**src/rtl/myproject_dense_acc_relu.sv**
```systemverilog
`default_nettype none
// ============================================================================
// Module   : myproject_dense_acc_relu
// Purpose  : Dense-layer neuron back end. Accumulates N_IN signed products
//            from the upstream multiplier, seeded with the neuron bias. It then
//            rescales the sum by an arithmetic right shift, applies an optional
//            ReLU, saturates to the activation width and presents the result
//            over a valid/ready handshake. in_ready doubles as the
//            multiplier's clock enable, so output backpressure freezes the
//            multiplier pipeline.
// Ports    : clk        - rising-edge clock
//            reset      - asynchronous reset, active-low
//            prod_valid - prod_data valid this cycle
//            prod_data  - signed product (PROD_WIDTH)
//            bias_data  - signed bias, sampled with the first product
//            in_ready   - block accepts products (multiplier ce)
//            out_valid  - out_data valid
//            out_ready  - downstream accepts out_data
//            out_data   - signed activation (OUT_WIDTH)
//            acc_ovf    - sticky accumulator-saturation flag
// Revision : 1.0 - initial release
// ============================================================================
module myproject_dense_acc_relu #(
    parameter int PROD_WIDTH = 22,
    parameter int BIAS_WIDTH = 16,
    parameter int ACC_WIDTH  = 32,
    parameter int OUT_WIDTH  = 16,
    parameter int FRAC_SHIFT = 6,
    parameter int N_IN       = 16,
    parameter int RELU       = 1
) (
    input  logic                  clk,
    input  logic                  reset,
    input  logic                  prod_valid,
    input  logic [PROD_WIDTH-1:0] prod_data,
    input  logic [BIAS_WIDTH-1:0] bias_data,
    output logic                  in_ready,
    output logic                  out_valid,
    input  logic                  out_ready,
    output logic [OUT_WIDTH-1:0]  out_data,
    output logic                  acc_ovf
);

    localparam int CNT_WIDTH = $clog2(N_IN + 1);

    localparam logic [1:0] S_IDLE  = 2'd0;
    localparam logic [1:0] S_ACCUM = 2'd1;
    localparam logic [1:0] S_OUT   = 2'd2;

    localparam logic [CNT_WIDTH-1:0] CNT_LAST = CNT_WIDTH'(N_IN - 1);

    localparam logic signed [ACC_WIDTH-1:0] ACC_MAX = {1'b0, {(ACC_WIDTH-1){1'b1}}};
    localparam logic signed [ACC_WIDTH-1:0] ACC_MIN = {1'b1, {(ACC_WIDTH-1){1'b0}}};

    // Activation limits expressed at accumulator width so the clamp compares
    // like-signed, like-sized values.
    localparam logic signed [ACC_WIDTH-1:0] OUT_MAX =
        ACC_WIDTH'($signed({1'b0, {(OUT_WIDTH-1){1'b1}}}));
    localparam logic signed [ACC_WIDTH-1:0] OUT_MIN =
        ACC_WIDTH'($signed({1'b1, {(OUT_WIDTH-1){1'b0}}}));

    // ------------------------------------------------------------------------
    // Declarations
    // ------------------------------------------------------------------------
    logic [1:0]                  state;
    logic [1:0]                  state_next;
    logic signed [ACC_WIDTH-1:0] acc;
    logic [CNT_WIDTH-1:0]        cnt;

    logic                        accept;
    logic                        first_load;
    logic                        finish;
    logic                        handshake;
    logic                        in_ready_next;
    logic                        out_valid_next;

    logic signed [ACC_WIDTH:0]   add_a;
    logic signed [ACC_WIDTH:0]   add_b;
    logic signed [ACC_WIDTH:0]   sum_wide;
    logic                        sum_ovf;
    logic signed [ACC_WIDTH-1:0] sum_sat;
    logic signed [ACC_WIDTH-1:0] shifted;
    logic signed [ACC_WIDTH-1:0] rectified;
    logic signed [ACC_WIDTH-1:0] clamped;

    // ------------------------------------------------------------------------
    // FSM: state register
    // ------------------------------------------------------------------------
    always_ff @(posedge clk or negedge reset) begin
        if (!reset) begin
            state <= S_IDLE;
        end else begin
            state <= state_next;
        end
    end

    // ------------------------------------------------------------------------
    // FSM: next-state logic
    // ------------------------------------------------------------------------
    always_comb begin
        state_next = state;
        case (state)
            S_IDLE: begin
                if (accept) begin
                    state_next = (N_IN == 1) ? S_OUT : S_ACCUM;
                end
            end
            S_ACCUM: begin
                if (accept && (cnt == CNT_LAST)) begin
                    state_next = S_OUT;
                end
            end
            S_OUT: begin
                if (out_ready) begin
                    state_next = S_IDLE;
                end
            end
            default: begin
                state_next = S_IDLE;
            end
        endcase
    end

    // ------------------------------------------------------------------------
    // FSM: output / control decode
    // ------------------------------------------------------------------------
    always_comb begin
        accept         = prod_valid && in_ready;
        first_load     = accept && (state == S_IDLE);
        finish         = accept && (state_next == S_OUT);
        handshake      = (state == S_OUT) && out_ready;
        // Handshake flags are registered from the next state, so they track
        // the state register exactly and never glitch toward the multiplier.
        in_ready_next  = (state_next != S_OUT);
        out_valid_next = (state_next == S_OUT);
    end

    // ------------------------------------------------------------------------
    // Datapath arithmetic
    // ------------------------------------------------------------------------
    always_comb begin
        // One guard bit above the accumulator detects signed overflow; the
        // bias replaces the running sum for the first product of a neuron.
        add_a    = first_load ? (ACC_WIDTH+1)'($signed(bias_data))
                              : {acc[ACC_WIDTH-1], acc};
        add_b    = (ACC_WIDTH+1)'($signed(prod_data));
        sum_wide = add_a + add_b;
        sum_ovf  = sum_wide[ACC_WIDTH] ^ sum_wide[ACC_WIDTH-1];

        if (sum_ovf) begin
            sum_sat = sum_wide[ACC_WIDTH] ? ACC_MIN : ACC_MAX;
        end else begin
            sum_sat = sum_wide[ACC_WIDTH-1:0];
        end

        // Arithmetic shift of a signed value rounds toward minus infinity.
        shifted = sum_sat >>> FRAC_SHIFT;

        if ((RELU != 0) && (shifted < 0)) begin
            rectified = '0;
        end else begin
            rectified = shifted;
        end

        if (rectified > OUT_MAX) begin
            clamped = OUT_MAX;
        end else if (rectified < OUT_MIN) begin
            clamped = OUT_MIN;
        end else begin
            clamped = rectified;
        end
    end

    // ------------------------------------------------------------------------
    // Datapath and handshake registers
    // ------------------------------------------------------------------------
    always_ff @(posedge clk or negedge reset) begin
        if (!reset) begin
            acc       <= '0;
            cnt       <= '0;
            acc_ovf   <= 1'b0;
            out_data  <= '0;
            in_ready  <= 1'b1;
            out_valid <= 1'b0;
        end else begin
            in_ready  <= in_ready_next;
            out_valid <= out_valid_next;

            if (accept) begin
                acc <= sum_sat;
                cnt <= first_load ? CNT_WIDTH'(1) : cnt + CNT_WIDTH'(1);
                if (sum_ovf) begin
                    acc_ovf <= 1'b1;
                end
            end

            // The activation is taken from the final sum as it is written,
            // so it is ready in the same cycle out_valid rises and is then
            // held untouched until the handshake completes.
            if (finish) begin
                out_data <= clamped[OUT_WIDTH-1:0];
            end

            if (handshake) begin
                cnt <= '0;
                acc <= '0;
            end
        end
    end

endmodule
`default_nettype wire

```
**config.mk**
```make
export PLATFORM = sky130hd
export DESIGN_NAME = myproject_dense_acc_relu
export DESIGN_NICKNAME = d
export VERILOG_FILES = /design/src/rtl/myproject_dense_acc_relu.sv
export SDC_FILE = /design/constraint.sdc
export NUM_CORES = 1
export LEC_CHECK = 0
export CORE_ASPECT_RATIO = 1.1
export CORE_MARGIN = 2
export CORE_UTILIZATION = 55
export CTS_CLUSTER_DIAMETER = 50
export DETAILED_ROUTE_END_ITERATION = 12
export PLACE_DENSITY = 0.79
export SYNTH_ARGS = -nofsm -noshare
export SYNTH_HDL_FRONTEND = slang
export SYNTH_SLANG_ARGS = --single-unit
```
**constraint.sdc**
```tcl
create_clock -name clk -period 12.99 [get_ports clk]
set_input_delay 1.9485 -clock clk [delete_from_list [all_inputs] [get_ports clk]]
set_output_delay 1.9485 -clock clk [all_outputs]
set_load 0.1 [all_outputs]
```
==> results by group <==
Status
  • Status: completed

GRT
  • Antenna violations before repair: 0
  • Vias in the first global route: 4610
  • Total gr overflow: 0
  • Tot GR Track Use: 0.290
  • First-pass GRT wire length: about 22 mm
  • Largest net degree at the start of global routing: 59

Power and ir drop
  • Power Internal: 770 uW
  • VDD IR max: 0.160 mV
  • PwrDens: 305 nW/um^2
  • Sw Ratio: 0.557
  • Sw power: 968 uW
  • LEAKAGE: 0.00253 uW
  • Sequential Power Share: 0.182
  • Comb power frac: 0.728
  • Clock power frac: 0.089

Logic synthesis
  • Synth Area in Compound Gates: 0.268
  • Xor and xnor area share after synthesis: 0.0428
  • Synth top area share: 0.291
  • Main area contributors after synthesis: dfrtp_1, nand2_1, ha_1, a21oi_1, nor2_1
  • Synth top cells by count: nand2_1, a21oi_1, dfrtp_1
  • Synth Cell Area: approximately 4900 sq um
  • EDFF count, synth: 0
  • Post-Syn Nets: between 700 and 800
  • Ys Warns: 0
  • Multiplexer share of the synthesized area: 0.00204
  • Post-Synthesis Cells: 632
  • Main combinational cell family by area after synthesis: compound AO/OA/AOI/OAI gates
  • Top-count cell post-synth: nand2_1
  • Main flop type after synthesis: dfrtp_1
  • Seq cells post-synth: 58
  • Fraction of the mapped netlist area in simple logic gates: 0.245
  • Sequential area share after synthesis: 0.296
  • Post-Synth Adder-Cell Area: 0.0989
  • Largest area contributor in the netlist: dfrtp_1
  • Yosys cell types: 71
  • Async S/R FF share, synth: 1.00
  • Syn_area_per_cell: 7.77 sq um

Detailed routing
  • Via count: 4769
  • DRC Markers: 0
  • Drt wl/cell: approximately 17 um
  • 1st-iter DRT viols: 305
  • Number of detailed-route iterations in the first pass: 5
  • Final ANT Viol Nets: 0
  • Post-DR vias/cell: about 6.0
  • Post-Route WL: between 10 and 15 mm

Critical path
  • CP Max Fanout: 26
  • WS Path Type: input pin to flip-flop
  • Critical Path Start Type: input pin
  • Critical Path AT: slightly above 7 ns
  • Worst EP required: 13.25 ns
  • R2R depth: 17
  • CP Capture Type: flip-flop

Flow run
  • Max Cap Viol: 0

STA
  • Final Slew Violations: 0
  • Max-slew headroom: 0.0834
  • Final min period: a little under 7 ns
  • Final setup margin: 6.03 ns
  • Final hold slack: 0.468 ns
  • RSZ-0062 raised after global routing: no
  • Endpoints failing setup: 0
  • Tightest Pin Transition: 1.37 ns
  • Fin crit share: 0.536
  • Fmax: 144 MHz
  • Setup TNS: 0 ns
  • Hold Violations, Final: 0
  • Clk_skew: around 0.0077 ns

Die
  • Top-Level Pins: 61
  • Core Region: 8780 sq um
  • Starting Density: 0.559
  • Die X: between 90 and 100 um
  • # rows: 36
  • Die Area: between 9000 and 10000 sq um
  • Die height: ~100 um

Clocking
  • # resized after CTS: 0
  • CTS sink count: 58
  • Clk root buf: clkbuf_8
  • Clk_lat worst skew: 0.35 ns
  • Setup bufs post-CTS: 0
  • CTS H-tree lvls: 3
  • Clock Pin Slew Worst Setup and Hold Paths: 0.07 ns
  • Max clock buf depth: 2
  • Total CTS buffers: 9
  • Hold buffers post-CTS: 0
  • TritonCTS clock tree: yes

Worst hold path
  • Hold Crit Class: flip-flop to flip-flop
  • Hold Path Depth: 1

Place
  • HPWL after detailed placement: approximately 9.7 mm
  • PortBufs: 60
  • Placed Area: 5520 sq um
  • GP Congestion: 0.923
  • Worst slack, placed: 5.72 ns

Final layout
  • Nets: 754
  • Cell area after layout: roughly 5700 sq um
  • ANT cells: 0
  • Ratio of cells with drive above 1 in the final layout: 0.0924
  • Layout area overhead: 16.1%
area by class of cell:
cell class | count | area [sq um]
Clock buffer | 10 | 138
Clock inverter | 6 | 41.3
Fill cell | 785 | 3080
Inverter | 15 | 56.3
Multi-Input combinational cell | 527 | 3230
Sequential cell | 58 | 1450
Tap cell | 114 | 143
Timing Repair Buffer | 66 | 641
per-layer routing:
| layer | track usage | part of all wire | vias up |
|---|---|---|---|
| met5 | 0 | 0 | - |
| met4 | 0.107 | 0.023 | 0 |
| met3 | 0.0373 | 0.046 | 24 |
| met2 | 0.504 | 0.49 | 133 |
| met1 | 0.370 | 0.44 | 2282 |
| li1 | - | - | 2330 |
cells by family (layout without fill, tap and decap cells):
logic type / count (synthesis) / count (layout)
compound gates: 197 / 197
xor+xnor: 24 / 24
fa+ha+maj: 39 / 39
buf+inv: 47 / 97
flops: 58 / 58
mux: 1 / 1
simple gates: 266 / 266
worst paths after layout:
kind | end | start | slack, ns
max in group asynchronous | acc[25] | reset | 10.74
max | acc[19] | prod_valid | 6.03
min | acc_ovf | acc_ovf | 0.47
max reg2reg | acc[19] | in_ready | 7.70
min reg2reg | acc_ovf | acc_ovf | 0.47
min in group asynchronous | out_data[9] | reset | 1.74
per-stage QoR:
step                total power [uW]  utilization  cells
finish                          1740        0.649    796
global route                    1880        0.649    796
CTS                             1730        0.649    796
detailed placement              1570        0.629    780
global placement                1550        0.629    780
floorplan                       1320            -    632
state kept, by name, indices dropped and copies added, names as in the netlist:
| register | count |
|---|---|
| out_data | 16 |
| state | 2 |
| acc | 32 |
| acc_ovf | 1 |
| cnt | 5 |
| in_ready | 1 |
| out_valid | 1 |
placed cells by master (no fill, tap or decap), types with 3 or more instances in the layout:
| cell | netlist | routed |
|---|---|---|
| nor2_1 | 56 | 56 |
| buf_4 | 2 | 6 |
| nor3_1 | 14 | 13 |
| o211a_1 | 3 | 3 |
| a211oi_1 | 11 | 11 |
| a21oi_2 | 15 | 15 |
| xnor2_1 | 11 | 11 |
| ha_1 | 34 | 34 |
| or3_1 | 3 | 3 |
| nand3_1 | 8 | 8 |
| o21ai_1 | 27 | 27 |
| inv_1 | 15 | 15 |
| clkbuf_8 | 0 | 10 |
| o21ai_2 | 3 | 3 |
| o211ai_1 | 9 | 9 |
| a21oi_4 | 3 | 3 |
| nor3_2 | 2 | 3 |
| clkinvlp_4 | 0 | 3 |
| maj3_1 | 4 | 4 |
| o21a_1 | 4 | 4 |
| nand4_1 | 9 | 9 |
| and2_1 | 4 | 4 |
| o21bai_1 | 5 | 5 |
| dfrtp_1 | 57 | 57 |
| nand2_1 | 141 | 141 |
| o21ai_0 | 24 | 24 |
| clkdlybuf4s50_1 | 0 | 59 |
| a21o_1 | 7 | 7 |
| nand2b_1 | 4 | 4 |
| and3_1 | 6 | 6 |
| a21oi_1 | 60 | 60 |
| xor2_1 | 13 | 13 |
critical path: stages:
cell and delay [ns]:
clkdlybuf4s50_1 0.41, nand2_1 0.29, or3_1 0.56, buf_4 0.37, nand2_1 0.08, nand2_1 0.08
ha_1 0.20, inv_1 0.07, fa_1 0.37, nand2b_1 0.19, a21oi_1 0.32, o211ai_1 0.23
a21oi_1 0.24, nand2_1 0.08, a22o_1 0.32, nor3_4 1.00, nor2_1 0.21, o21ai_0 0.22
power by group through the flow:
stage	sequential, uW	clock (uW)	combinational, uW
6_report	317	155	1270
4_1_cts	317	158	1260
3_3_place_gp	316	0	1240
3_5_place_dp	318	0	1260
5_1_grt	326	167	1390
2_1_floorplan	485	0	835
(Power assumes the default switching activity.)
